### config.mk
export PLATFORM = sky130hd
export DESIGN_NAME = bus_deskew_align
export DESIGN_NICKNAME = d
export VERILOG_FILES = /design/src/rtl/bus_deskew_align.sv
export SDC_FILE = /design/constraint.sdc
export NUM_CORES = 1
export LEC_CHECK = 0
export BUFFER_PORTS_ARGS = -buffer_cell sky130_fd_sc_hd__buf_2
export CAP_MARGIN = 20
export CORE_ASPECT_RATIO = 0.9
export CORE_UTILIZATION = 25
export CTS_BUF_LIST = sky130_fd_sc_hd__clkbuf_4 sky130_fd_sc_hd__clkbuf_8
export CTS_CLUSTER_DIAMETER = 150
export CTS_CLUSTER_SIZE = 40
export DETAILED_ROUTE_END_ITERATION = 7
export PLACE_DENSITY = 0.37
export SLEW_MARGIN = 20
export SYNTH_ARGS = -nofsm -noshare
export SYNTH_HDL_FRONTEND = slang
export SYNTH_SLANG_ARGS = --single-unit
### constraint.sdc
create_clock -name clk -period 2.69 [get_ports clk]
set_clock_uncertainty 0.2 [all_clocks]
set_input_delay 0.538 -clock clk [delete_from_list [all_inputs] [get_ports clk]]
set_output_delay 0.538 -clock clk [all_outputs]
set_load 0.05 [all_outputs]
### src/rtl/bus_deskew_align.sv
// Two-lane deskew aligner: measures marker skew between lanes during calibration,
// then delays the earlier lane so both buses and markers leave on the same cycle.
module bus_deskew_align #(
  parameter int unsigned BUS_WIDTH = 8,
  parameter int unsigned MAX_SKEW  = 7,
  parameter int unsigned SKEW_W    = 3
) (
  input  logic                 clk,
  input  logic                 rst,
  input  logic                 cal_start,
  input  logic [BUS_WIDTH-1:0] a_bus,
  input  logic                 a_mark,
  input  logic [BUS_WIDTH-1:0] b_bus,
  input  logic                 b_mark,
  output logic [BUS_WIDTH-1:0] a_out,
  output logic [BUS_WIDTH-1:0] b_out,
  output logic                 out_mark,
  output logic                 locked,
  output logic                 cal_err,
  output logic [SKEW_W-1:0]    skew,
  output logic                 b_late
);

  localparam int unsigned LW = BUS_WIDTH + 1;

  typedef enum logic [2:0] {S_IDLE, S_WAIT, S_MEASURE, S_LOCKED, S_ERR} state_t;

  state_t            state_q, state_d;
  logic [SKEW_W-1:0] cnt_q, cnt_d;
  logic [SKEW_W-1:0] skew_q, skew_d;
  logic              first_a_q, first_a_d;
  logic              b_late_q, b_late_d;
  logic              locked_q, locked_d;
  logic              cal_err_q, cal_err_d;
  logic              first_mark, other_mark;

  logic [LW-1:0]        a_chain_q [1:MAX_SKEW];
  logic [LW-1:0]        b_chain_q [1:MAX_SKEW];
  logic [LW-1:0]        a_tap [0:MAX_SKEW];
  logic [LW-1:0]        b_tap [0:MAX_SKEW];
  logic [LW-1:0]        a_sel, b_sel;
  logic [SKEW_W-1:0]    a_idx, b_idx;
  logic [BUS_WIDTH-1:0] a_out_q, b_out_q;
  logic                 out_mark_q;

  always_comb begin
    state_d    = state_q;
    cnt_d      = cnt_q;
    skew_d     = skew_q;
    first_a_d  = first_a_q;
    b_late_d   = b_late_q;
    locked_d   = locked_q;
    cal_err_d  = cal_err_q;
    first_mark = first_a_q ? a_mark : b_mark;
    other_mark = first_a_q ? b_mark : a_mark;
    if (cal_start) begin
      state_d   = S_WAIT;
      cnt_d     = '0;
      locked_d  = 1'b0;
      cal_err_d = 1'b0;
    end else begin
      case (state_q)
        S_WAIT: begin
          if (a_mark && b_mark) begin
            state_d  = S_LOCKED;
            skew_d   = '0;
            b_late_d = 1'b0;
            locked_d = 1'b1;
          end else if (a_mark || b_mark) begin
            state_d   = S_MEASURE;
            first_a_d = a_mark;
            cnt_d     = SKEW_W'(1);
          end
        end
        S_MEASURE: begin
          // A repeat of the first lane (even alongside the other lane) is a failure.
          if (first_mark) begin
            state_d   = S_ERR;
            cal_err_d = 1'b1;
          end else if (other_mark) begin
            state_d  = S_LOCKED;
            skew_d   = cnt_q;
            b_late_d = first_a_q;
            locked_d = 1'b1;
          end else if (cnt_q == SKEW_W'(MAX_SKEW)) begin
            state_d   = S_ERR;
            cal_err_d = 1'b1;
          end else begin
            cnt_d = cnt_q + SKEW_W'(1);
          end
        end
        default: ;
      endcase
    end
  end

  // Taps are selected from the next-state skew so a fresh lock aligns on its first cycle.
  always_comb begin
    a_tap[0] = {a_mark, a_bus};
    b_tap[0] = {b_mark, b_bus};
    for (int unsigned k = 1; k <= MAX_SKEW; k++) begin
      a_tap[k] = a_chain_q[k];
      b_tap[k] = b_chain_q[k];
    end
    a_idx = b_late_d ? skew_d : '0;
    b_idx = b_late_d ? '0 : skew_d;
    a_sel = '0;
    b_sel = '0;
    for (int unsigned k = 0; k <= MAX_SKEW; k++) begin
      if (a_idx == SKEW_W'(k)) a_sel = a_tap[k];
      if (b_idx == SKEW_W'(k)) b_sel = b_tap[k];
    end
  end

  always_ff @(posedge clk) begin
    if (rst) begin
      state_q    <= S_IDLE;
      cnt_q      <= '0;
      skew_q     <= '0;
      first_a_q  <= 1'b0;
      b_late_q   <= 1'b0;
      locked_q   <= 1'b0;
      cal_err_q  <= 1'b0;
      a_out_q    <= '0;
      b_out_q    <= '0;
      out_mark_q <= 1'b0;
      for (int unsigned k = 1; k <= MAX_SKEW; k++) begin
        a_chain_q[k] <= '0;
        b_chain_q[k] <= '0;
      end
    end else begin
      state_q    <= state_d;
      cnt_q      <= cnt_d;
      skew_q     <= skew_d;
      first_a_q  <= first_a_d;
      b_late_q   <= b_late_d;
      locked_q   <= locked_d;
      cal_err_q  <= cal_err_d;
      a_out_q    <= a_sel[BUS_WIDTH-1:0];
      b_out_q    <= b_sel[BUS_WIDTH-1:0];
      out_mark_q <= a_sel[BUS_WIDTH] & b_sel[BUS_WIDTH] & locked_d;
      a_chain_q[1] <= {a_mark, a_bus};
      b_chain_q[1] <= {b_mark, b_bus};
      for (int unsigned k = 2; k <= MAX_SKEW; k++) begin
        a_chain_q[k] <= a_chain_q[k-1];
        b_chain_q[k] <= b_chain_q[k-1];
      end
    end
  end

  assign a_out    = a_out_q;
  assign b_out    = b_out_q;
  assign out_mark = out_mark_q;
  assign locked   = locked_q;
  assign cal_err  = cal_err_q;
  assign skew     = skew_q;
  assign b_late   = b_late_q;

endmodule

==> summary.md, run 1 <==
| Metric | Value |
|---|---|
| Status | completed |
| Top-area cell type share of the netlist area | 0.4964 |
| Layout cells sized above 1 | 0.3001 |
| Total Routed Length | ~18 mm |
| Area grow syn2layout | 30.51% |
| Pwr/cell area | between 500 and 600 nW/um^2 |
| Final Cycle Share | 0.9747 |
| Post-synth EDFFs | 0 |
| Detail Placement HPWL | 12.43 mm |
| Worst VDD drop | 0.2675 mV |
| # setup viols final | 0 |
| I/O pins | 44 |
| Core footprint | 24460 um^2 |
| Critical path startpoint | state_q[1] |
| Required time worst endpoint | 2.85 ns |
| Non-filler cells, final | ~1100 |
| H-tree depth | 4 |
| Die ar. | 25800 um^2 |
| Commonest cells after routing, fill and taps aside | dfxtp_1 (152), nor2b_1 (110), buf_4 (95) |
| RR Startpoint | state_q[1] |
| Crit path cell chain | nand4b_1 -> a31oi_4 -> and3_4 -> buf_4 -> nor2_4 -> a31o_2 -> a211o_1 -> a311oi_2 |
| Top_reg_cell synth | dfxtp_1 |
| Top post-synthesis cells by area | dfxtp_1 (50%), nor2b_1 (11%), nor2_1 (3.2%), nand2_1 (3.1%), mux2i_1 (2.1%) |
| Reg clk slew, reported paths | approximately 0.080 ns |
| Initial Util | 0.2572 |
| Synthesized area | 6291 um^2 |
| RR Endpoint | b_out[4] |
| RSZ-0062 raised after global routing | yes |
| Slew headroom | 0.6436 |
| Max-cap violations | 0 |
| Port Buffers | 43 |
| Worst Hold Class | primary input to flip-flop |
| Die H | approximately 150 um |
| Critical Path Start Type | flip-flop |
| R2R setup slack | 0.07 ns |
| Filler instances | 2596 |
| Die W | roughly 170 um |
| Crit path time final | 2.622 ns |
| Post-Syn Nets | 690 |
| Critical path class | flip-flop to flip-flop |
| Rows | 54 |
| Synthesized flop and latch total | 156 |
| Fmax | 381.4 MHz |
| CTS tree | built |
| Clk buf depth | 2 |
| Post-DRT Antenna Nets | 0 |
| Total global-route track usage | 0.1406 |
| WL per Instance | 15.65 um |
| Yosys cell types | 68 |
| Max-slew violation count | 0 |
| Clock net sink count | 156 |
| Post-synthesis average cell area | 9.432 um^2 |
| Worst Path Arrival | 2.79 ns |
| Vias in the first global route | 5126 |
| Drt drc | 0 |
| Placed cell count | 1090 |
| Drt initial violations | roughly 230 |
| Vias | 5144 |
| Sequential share of the synthesized area | 0.4964 |
| Initial antenna violation count | 0 |
| Largest stage delay on the critical path | 0.37 ns |
| N_diodes | 0 |
| Gate Count Post-Synth | 667 |
| Slew @ Worst Pin | 0.5346 ns |
| P_leak | 0.003320 uW |
| CTS Buf Count | 17 |
| DRT Pass-1 Iters | 4 |
| Most common cell after layout, fill and taps aside | dfxtp_1 |
| CTS Root Cell | clkbuf_8 |
| Largest net degree at the start of global routing | 64 |
| Async set-or-reset flop fraction in the synthesized netlist | 0 |
| Nets | 813 |
| Total chip power | 4542 uW |
| Worst path slowest cell | dfxtp_4 |
| Via density | about 4.5 |
| CP Capture Type | flip-flop |
| Synth warn | 0 |
| First-pass GRT wire length | 28.31 mm |
| Path depth of the worst reg2reg path | 8 |
| Worst Setup EP | b_out[4] |
| Post-synth top area cell | dfxtp_1 |
| Hold-fix buffer count after cts | 0 |
| Clock latency on the worst-skew pair | 0.45 ns |
| Overflow after GRT | 0 |
| Final Hold Viols | 0 |
| Placer Congestion | 0.7738 |
| Max Fanout on Critical Path | 6 |
## worst min path at each step
stage,from,endpoint,slack [ns],cells after the start
2_1_floorplan,b_chain_q[0][35],b_chain_q[0][44],0.22,2
6_report,b_bus[1],b_chain_q[0][10],0.13,2
5_1_grt,b_bus[1],b_chain_q[0][10],0.09,2
3_3_place_gp,a_chain_q[0][48],a_chain_q[0][57],0.24,1
3_5_place_dp,b_chain_q[0][27],b_chain_q[0][36],0.24,2
4_1_cts,b_bus[1],b_chain_q[0][10],0.09,2
## where the power goes
part / internal [uW] / switching [uW]
registers: 2360 / 31.4
clock network: 997 / 865
logic: 110 / 172
total: 3470 / 1070
## cell families after synthesis
group | after synthesis | share of synthesized area
AO/OA/AOI/OAI | 149 | 0.1724
flip-flops | 156 | 0.4964
XOR/XNOR | 1 | 0.001392
buffers and inverters | 63 | 0.05052
multiplexers | 13 | 0.02068
AND/OR/NAND/NOR | 283 | 0.2546
adder cells (fa/ha/maj) | 2 | 0.003977
## layer usage
| layer | part of all wire | GRT usage |
|---|---|---|
| met5 | 0 | 0 |
| met4 | 0.0086 | 0.03518 |
| met3 | 0.026 | 0.03169 |
| met2 | 0.45 | 0.2171 |
| met1 | 0.51 | 0.1968 |
## layout make-up
cell class | instances | area (um^2) | share of cell area
clock buffers | 22 | 284.0 | 0.03459
clock inverters | 10 | 140.1 | 0.01707
inverters | 16 | 60.06 | 0.007315
multi-input cells | 449 | 3053 | 0.3718
flip-flops and latches | 156 | 3136 | 0.3819
well taps | 336 | 420.4 | 0.05120
repair buffers | 150 | 1117 | 0.1361
## cell usage after synthesis (6+ instances only)
| library cell | number |
|---|---|
| o21ai_0 | 25 |
| nand3_1 | 12 |
| buf_6 | 6 |
| nand2_1 | 52 |
| nor2_1 | 54 |
| buf_2 | 17 |
| o211ai_1 | 7 |
| dfxtp_1 | 156 |
| mux2i_1 | 13 |
| a21o_1 | 6 |
| o221ai_1 | 7 |
| inv_1 | 16 |
| nand4_1 | 8 |
| nor2b_1 | 110 |
| a31oi_1 | 11 |
| or3_1 | 6 |
| a311oi_1 | 8 |
| clkbuf_1 | 16 |
| o2bb2ai_1 | 6 |
| a21oi_1 | 23 |
| nor3_1 | 6 |
## per-stage QoR
step             util  setup TNS (ns)  area [um^2]  hold WS (ns)  setup WS, ns
4_1_cts        0.3227        -0.01041         7893       0.09350      -0.01041
2_1_floorplan       -               0         6291        0.2160       0.05675
3_5_place_dp   0.3034          -4.654         7420        0.2407       -0.4338
3_3_place_gp   0.3034          -4.040         7420        0.2383       -0.4338
6_report       0.3357               0         8210        0.1294       0.06793
5_1_grt        0.3357         -0.2621         8210       0.08725      -0.05593
## flip-flops by register name, summed over array words and instances, names as in the netlist
signal	count
a_chain_q	63
b_chain_q	63
a_out	8
b_out	8
cnt_q	3
skew	3
state_q	3
b_late	1
cal_err	1
first_a_q	1
locked	1
out_mark	1
## worst max-delay path, delay by kind of cell, from the launching register on
kind	cells	cell delay, ns
AO/OA/AOI/OAI	4	1.14
AND/OR/NAND/NOR	3	0.69
flip-flops	1	0.37
buffers and inverters	1	0.15
## timing repair
item,4_1_cts,5_1_grt
gates cloned,0,1
buffers inserted,3,13
pin swaps,3,27
gates resized for setup,6,49
setup endpoints to repair,13,15
Power figures use the tool's default switching activity.
==> run 2: changes to the inputs <==
--- a/config.mk
+++ b/config.mk
@@ -14,6 +14,7 @@
 export CTS_CLUSTER_SIZE = 40
 export DETAILED_ROUTE_END_ITERATION = 7
 export PLACE_DENSITY = 0.37
+export SETUP_SLACK_MARGIN = 0.15
 export SLEW_MARGIN = 20
 export SYNTH_ARGS = -nofsm -noshare
 export SYNTH_HDL_FRONTEND = slang
==> run 2 against run 1 <==
Register-to-register slack lost 0.02 ns. Critical path depth grew 1. Die area is the same. First-iteration DRC count grew 20%. Sequential power is essentially flat. Clock power is essentially flat. Hold slack lost 0.021 ns. Sequential cell count is the same. Global-route usage grew 0.30 points. Via count grew 1.8%. Final area grew 4.9%. Non-clock buffer count grew 12. Critical path type unchanged. Largest power group unchanged.
==> summary.md, run 2 (same netlist as run 1, synthesis figures left out) <==
| Metric | Value |
|---|---|
| Status | completed |
| N_diodes | 0 (unchanged) |
| CTS Buf Count | 17 (unchanged) |
| Switch Pwr | 1193 uW (+12%) |
| Worst Hold Class | primary input to flip-flop |
| Largest stage delay on the critical path | 0.48 ns (+0.11 ns) |
| Final Cycle Share | 0.9823 (+0.007560) |
| Clock share of power | 0.410 (about the same) |
| Total chip power | 4558 uW (+0.36%) |
| Vias | 5235 (+1.8%) |
| Int Pwr | 3365 uW (-3.1%) |
| Slew @ Worst Pin | 0.5959 ns (+0.06127 ns) |
| Worst VDD drop | 0.3103 mV (+16%) |
| R2R setup slack | 0.05 ns (-0.02 ns) |
| Drt initial violations | 279 (+20%) |
| CTS Root Cell | clkbuf_8 |
| Port Buffers | 43 (unchanged) |
| Rows | 54 (unchanged) |
| Largest net degree at the start of global routing | 119 (+86%) |
| Die ar. | 25800 um^2 (unchanged) |
| Crit path time final | 2.642 ns (+0.02034 ns) |
| Required time worst endpoint | 2.81 ns (-0.04 ns) |
| H-tree depth | 4 (unchanged) |
| Initial Util | 0.2572 (unchanged) |
| Most common cell after layout, fill and taps aside | dfxtp_1 |
| Fmax | 378.4 MHz (-0.77%) |
| Total global-route track usage | 0.1436 (+0.002997) |
| Pwr/cell area | 529.2 nW/um^2 (-4.3%) |
| Clock net sink count | 156 (unchanged) |
| Switching share of power | 0.2617 (+0.02637) |
| Vias in the first global route | 5167 (+0.80%) |
| P_leak | 0.003477 uW (+4.7%) |
| First-pass GRT wire length | 28.75 mm (+1.6%) |
| Die W | 169.2 um (unchanged) |
| Max Fanout on Critical Path | 6 (unchanged) |
| Die H | 152.5 um (unchanged) |
| Critical path class | flip-flop to flip-flop |
| Initial antenna violation count | 0 (unchanged) |
| Layout cells sized above 1 | 0.3276 (+0.02748) |
| Setup TNS | 0 ns (unchanged) |
| Core footprint | 24460 um^2 (unchanged) |
| Worst Path Buf+Inv | 2 (+1) |
| CTS tree | built |
| Top delay family on crit path | simple AND/OR/NAND/NOR gates |
| Reg clk slew, reported paths | 0.10 ns (+0.02 ns) |
| Worst path slowest cell | a222oi_1 |
| Placer Congestion | 0.7599 (-1.8%) |
| I/O pins | 44 (unchanged) |
| Post-DRT Antenna Nets | 0 (unchanged) |
| Placed Area | 7475 um^2 (+0.74%) |
| Worst Path Arrival | 2.77 ns (-0.02 ns) |
| CP Capture Type | flip-flop |
| Total Routed Length | 18.32 mm (+2.8%) |
| Crit path cell chain | buf_4 -> nor4b_4 -> o22ai_2 -> or2_4 -> buf_12 -> nand2_4 -> nor2_4 -> a222oi_1 -> a311oi_1 |
| Logic pwr share | 0.064 (+0.002) |
| Clock latency on the worst-skew pair | 0.46 ns (about the same) |
| Max-slew violation count | 0 (unchanged) |
| RSZ-0062 raised after global routing | yes |
| Area grow syn2layout | 36.91% |
| Via density | 4.548 (+0.71%) |
| Drt drc | 0 (unchanged) |
| Clk buf depth | 2 (unchanged) |
| Nets | 825 (+1.5%) |
| Final instance area | 8613 um^2 (+4.9%) |
| Commonest cells after routing, fill and taps aside | dfxtp_1 (152), nor2b_1 (110), buf_4 (80) |
| Largest regs | a_chain_q: 63 flops, b_chain_q: 63 flops |
| Hold-fix buffer count after cts | 0 (unchanged) |
| Final Hold Viols | 0 (unchanged) |
| # setup viols final | 0 (unchanged) |
| Slew headroom | 0.6027 (-0.04084) |
| DRT Pass-1 Iters | 5 (+1) |
| Overflow after GRT | 0 (unchanged) |
| Detail Placement HPWL | 12.38 mm (-0.36%) |
| Critical Path Start Type | flip-flop |
| Max-cap violations | 0 (unchanged) |
| Reg power frac | 0.526 (-0.002) |
| WL per Instance | 15.91 um (+1.7%) |
[run 2: cell types whose count changed in the layout (fill, tap and decap cells not counted), moves of 3 or more]
cell,previous run,this run
buf_6,7,23
buf_4,95,80
buf_12,5,12
inv_6,0,5
o21ai_0,22,17
o21ai_2,1,5
clkbuf_4,3,0
inv_8,0,3
[run 2: metrics by stage]
step | hold slack, ns | utilization | instances | setup slack, ns
after floorplan | 0.2160 | - | 667 | 0.1584
final | 0.1079 | 0.3522 | 1151 | 0.04759
after CTS | 0.07490 | 0.3345 | 1133 | 0.03804
after global routing | 0.07845 | 0.3522 | 1151 | -0.03712
after global placement | 0.2338 | 0.3056 | 1087 | -0.4087
after detailed placement | 0.2316 | 0.3056 | 1087 | -0.3970
[run 2: power groups by stage]
stage | logic [uW] | clock network (uW) | registers, uW
finish | 292 | 1870 | 2400
global placement | 275 | 0 | 2450
CTS | 283 | 1940 | 2400
floorplan | 136 | 0 | 2490
detailed placement | 278 | 0 | 2450
global route | 317 | 2050 | 2400
[run 2: final timing paths]
path | start | to | depth (start not counted)
setup / recovery | state_q[1] | a_out[7] | 9
hold / removal | a_bus[6] | a_chain_q[0][15] | 2
setup reg to reg | state_q[1] | a_out[7] | 9
hold reg to reg | b_chain_q[0][62] | b_chain_q[0][71] | 2
[run 2: repair_timing]
action                     4_1_cts  5_1_grt
gates cloned                     1        3
resized for setup               38       67
setup buffers                   13       15
setup endpoints to repair       17       17
pin swaps                       27       40
[run 2: cell type report]
type	instances	area (um^2)
fillers	2578	15850
clock buffers	18	247.7
flip-flops and latches	156	3136
multi-input cells	449	3173
clock inverters	14	168.9
repair buffers	162	1408
well taps	336	420.4
inverters	16	60.06
[run 2: metal layers]
metal / GRT usage / vias to the layer above / part of all wire
li1: - / 2623 / -
met1: 0.1975 / 2505 / 0.50
met2: 0.2242 / 87 / 0.46
met3: 0.03195 / 20 / 0.033
met4: 0.04076 / 0 / 0.011
met5: 0 / - / 0
[run 2: worst register-to-register path: stages, from the launching register on]
cell and delay [ns]:
dfxtp_4 0.37, buf_4 0.15, nor4b_4 0.36, o22ai_2 0.16, or2_4 0.34, buf_12 0.16
nand2_4 0.06, nor2_4 0.05, a222oi_1 0.48, a311oi_1 0.17
==> run 3: changes to the inputs <==
==> constraint.sdc (replaced) <==
create_clock -name clk -period 2.3 [get_ports clk]
set_clock_uncertainty 0.2 [all_clocks]
set_input_delay 0.46 -clock clk [delete_from_list [all_inputs] [get_ports clk]]
set_output_delay 0.46 -clock clk [all_outputs]
set_load 0.05 [all_outputs]
==> run 3 against run 2 <==
The run now ends with negative setup slack left. Fmax increased by 2.4%. Sequential cell count is the same. Total power rose by 14%. Register-to-register slack lost 0.33 ns. Routed wire length is 3.9% higher. Count of clock-buffer cells in the layout down 1. Sequential share of layout area down 0.16 points. Combinational power grew 21%. Cell count is 0.70% higher. Critical path depth unchanged. Worst setup slack worse by 0.33 ns. Largest cell class unchanged. Highest routed layer unchanged.
==> summary.md, run 3 (same netlist as run 1, synthesis figures left out) <==
| Metric | Value |
|---|---|
| Failing checks | negative setup slack |
| Largest stage delay on the critical path | 0.39 ns (-0.09 ns) |
| Worst Path Arrival | 2.71 ns (-0.06 ns) |
| Clock share of power | 0.390 (-0.020) |
| Setup TNS | -3.712 ns (-3.712 ns) |
| Switch Pwr | 1392 uW (+17%) |
| Crit path time final | 2.579 ns (-0.06306 ns) |
| Die ar. | 25800 um^2 (unchanged) |
| Largest net degree at the start of global routing | 72 (-39%) |
| Hold-fix buffer count after cts | 0 (unchanged) |
| Layout cells sized above 1 | 0.3378 (+0.01018) |
| Drt initial violations | 310 (+11%) |
| DRT Pass-1 Iters | 4 (-1) |
| Worst path slowest cell | a222oi_1 |
| Initial Util | 0.2572 (unchanged) |
| Int Pwr | 3782 uW (+12%) |
| Final instance area | 8652 um^2 (+0.45%) |
| Commonest cells after routing, fill and taps aside | dfxtp_1 (152), nor2b_1 (110), buf_4 (94) |
| Critical path class | flip-flop to flip-flop |
| Status | finished with violations |
| Initial antenna violation count | 0 (unchanged) |
| CP Capture Type | flip-flop |
| Critical Path Start Type | flip-flop |
| Clock latency on the worst-skew pair | 0.46 ns (about the same) |
| Via density | 4.579 (+0.68%) |
| CTS Root Cell | clkbuf_8 |
| N_diodes | 0 (unchanged) |
| Area grow syn2layout | 37.53% |
| Overflow after GRT | 0 (unchanged) |
| Worst Hold Class | primary input to flip-flop |
| Nets | 834 (+1.1%) |
| Detail Placement HPWL | 13.47 mm (+8.8%) |
| Required time worst endpoint | 2.43 ns (-0.38 ns) |
| Max-cap violations | 0 (unchanged) |
| Rows | 54 (unchanged) |
| Final Cycle Share | 1.121 (+0.1391) |
| Core footprint | 24460 um^2 (unchanged) |
| Slew headroom | 0.6931 (+0.09040) |
| Die H | 152.5 um (unchanged) |
| Max-slew violation count | 0 (unchanged) |
| Post-DRT Antenna Nets | 0 (unchanged) |
| Largest regs | a_chain_q: 63 flops, b_chain_q: 63 flops |
| Reg power frac | 0.542 (+0.016) |
| PnR worst setup slack | -0.2794 ns (-0.3269 ns) |
| Most common cell after layout, fill and taps aside | dfxtp_1 |
| Logic pwr share | 0.068 (+0.004) |
| Total Routed Length | 19.04 mm (+3.9%) |
| RSZ-0062 raised after global routing | yes |
| Reg clk slew, reported paths | 0.10 ns (about the same) |
| Place WS | -0.5630 ns (-0.1660 ns) |
| I/O pins | 44 (unchanged) |
| P_leak | 0.003486 uW (+0.28%) |
| Worst VDD drop | 0.3275 mV (+5.6%) |
| Final Hold Viols | 0 (unchanged) |
| Drt drc | 0 (unchanged) |
| Placed Area | 7642 um^2 (+2.2%) |
| CTS tree | built |
| Total chip power | 5174 uW (+14%) |
| Crit path cell chain | and3b_2 -> a221o_1 -> or2_4 -> buf_12 -> nand2_4 -> nor2_2 -> buf_6 -> a222oi_1 -> a311oi_1 |
| WL per Instance | 16.43 um (+3.2%) |
| Clock net sink count | 156 (unchanged) |
| First-pass GRT wire length | 29.79 mm (+3.6%) |
| # setup viols final | 17 (+17) |
| Switching share of power | 0.2690 (+0.007262) |
| Pwr/cell area | 598.0 nW/um^2 (+13%) |
| Slew @ Worst Pin | 0.4603 ns (-0.1356 ns) |
| Clk buf depth | 2 (unchanged) |
| Filler instances | 2553 (-0.97%) |
| Vias in the first global route | 5164 (-0.058%) |
| Max Fanout on Critical Path | 8 (+2) |
| Fmax | 387.7 MHz (+2.4%) |
| Vias | 5307 (+1.4%) |
| Die W | 169.2 um (unchanged) |
| Total global-route track usage | 0.1505 (+0.006856) |
| H-tree depth | 4 (unchanged) |
| Placer Congestion | 0.8977 (+18%) |
| Port Buffers | 43 (unchanged) |
| CTS Buf Count | 17 (unchanged) |
-- run 3: cell count changes in the layout (fill, tap and decap cells not counted), moves of 3 or more --
cell / delta
clkinv_2: +3
o221ai_1: -5
nor2_2: +4
buf_6: -5
o221ai_2: +4
nor2_1: -3
o21ai_2: -4
buf_4: +14
-- run 3: layout make-up --
cell class                 instances  area, um^2  area share
multi-input combinational        448        3188      0.3685
sequential                       156        3136      0.3624
timing repair buffer             172        1479      0.1709
tap                              336       420.4     0.04859
clock buffer                      17       234.0     0.02704
clock inverter                    14       135.1     0.01562
inverter                          16       60.06    0.006941
-- run 3: path summary, 6_finish.rpt --
path / to / slack, ns / startpoint / cells after the start
worst min register to register: b_chain_q[0][43] / 0.24 / b_chain_q[0][34] / 2
worst max register to register: a_out[6] / -0.28 / first_a_q / 9
worst max-delay path: a_out[6] / -0.28 / first_a_q / 9
worst min-delay path: b_chain_q[0][12] / 0.03 / b_bus[3] / 2
-- run 3: repair_timing --
| action | 4_1_cts | 5_1_grt |
|---|---|---|
| pin swaps | 37 | 43 |
| buffers inserted | 10 | 10 |
| resized for setup | 53 | 38 |
| cloned | 1 | 3 |
| endpoints found under the setup margin | 17 | 17 |
-- run 3: worst max-delay path, delay by kind of cell, from the launching register on --
family,cells,cell delay [ns]
AO/OA/AOI/OAI,3,0.92
AND/OR/NAND/NOR,4,0.67
flip-flops,1,0.38
buffers and inverters,2,0.28
-- run 3: per-stage QoR --
step	utilization	cells	hold slack [ns]
floorplan	-	667	0.2160
global placement	0.3125	1104	0.2298
detailed placement	0.3125	1104	0.2328
CTS	0.3402	1146	0.004985
global route	0.3537	1159	0.01208
finish	0.3537	1159	0.03307
-- run 3: routing by layer --
layer	vias up	wire length, um	global-route usage
met1	2553	9960	0.2261
met3	13	619	0.02961
met5	-	0	0
met2	101	8271	0.2160
met4	0	188	0.03947
li1	2640	-	-
-- run 3: power by group through the flow --
| stage | logic [uW] | clock network (uW) | registers (uW) |
|---|---|---|---|
| floorplan | 160 | 0 | 2910 |
| finish | 353 | 2020 | 2800 |
| global placement | 324 | 0 | 2870 |
| detailed placement | 328 | 0 | 2870 |
| global route | 382 | 2210 | 2810 |
| CTS | 347 | 2090 | 2800 |
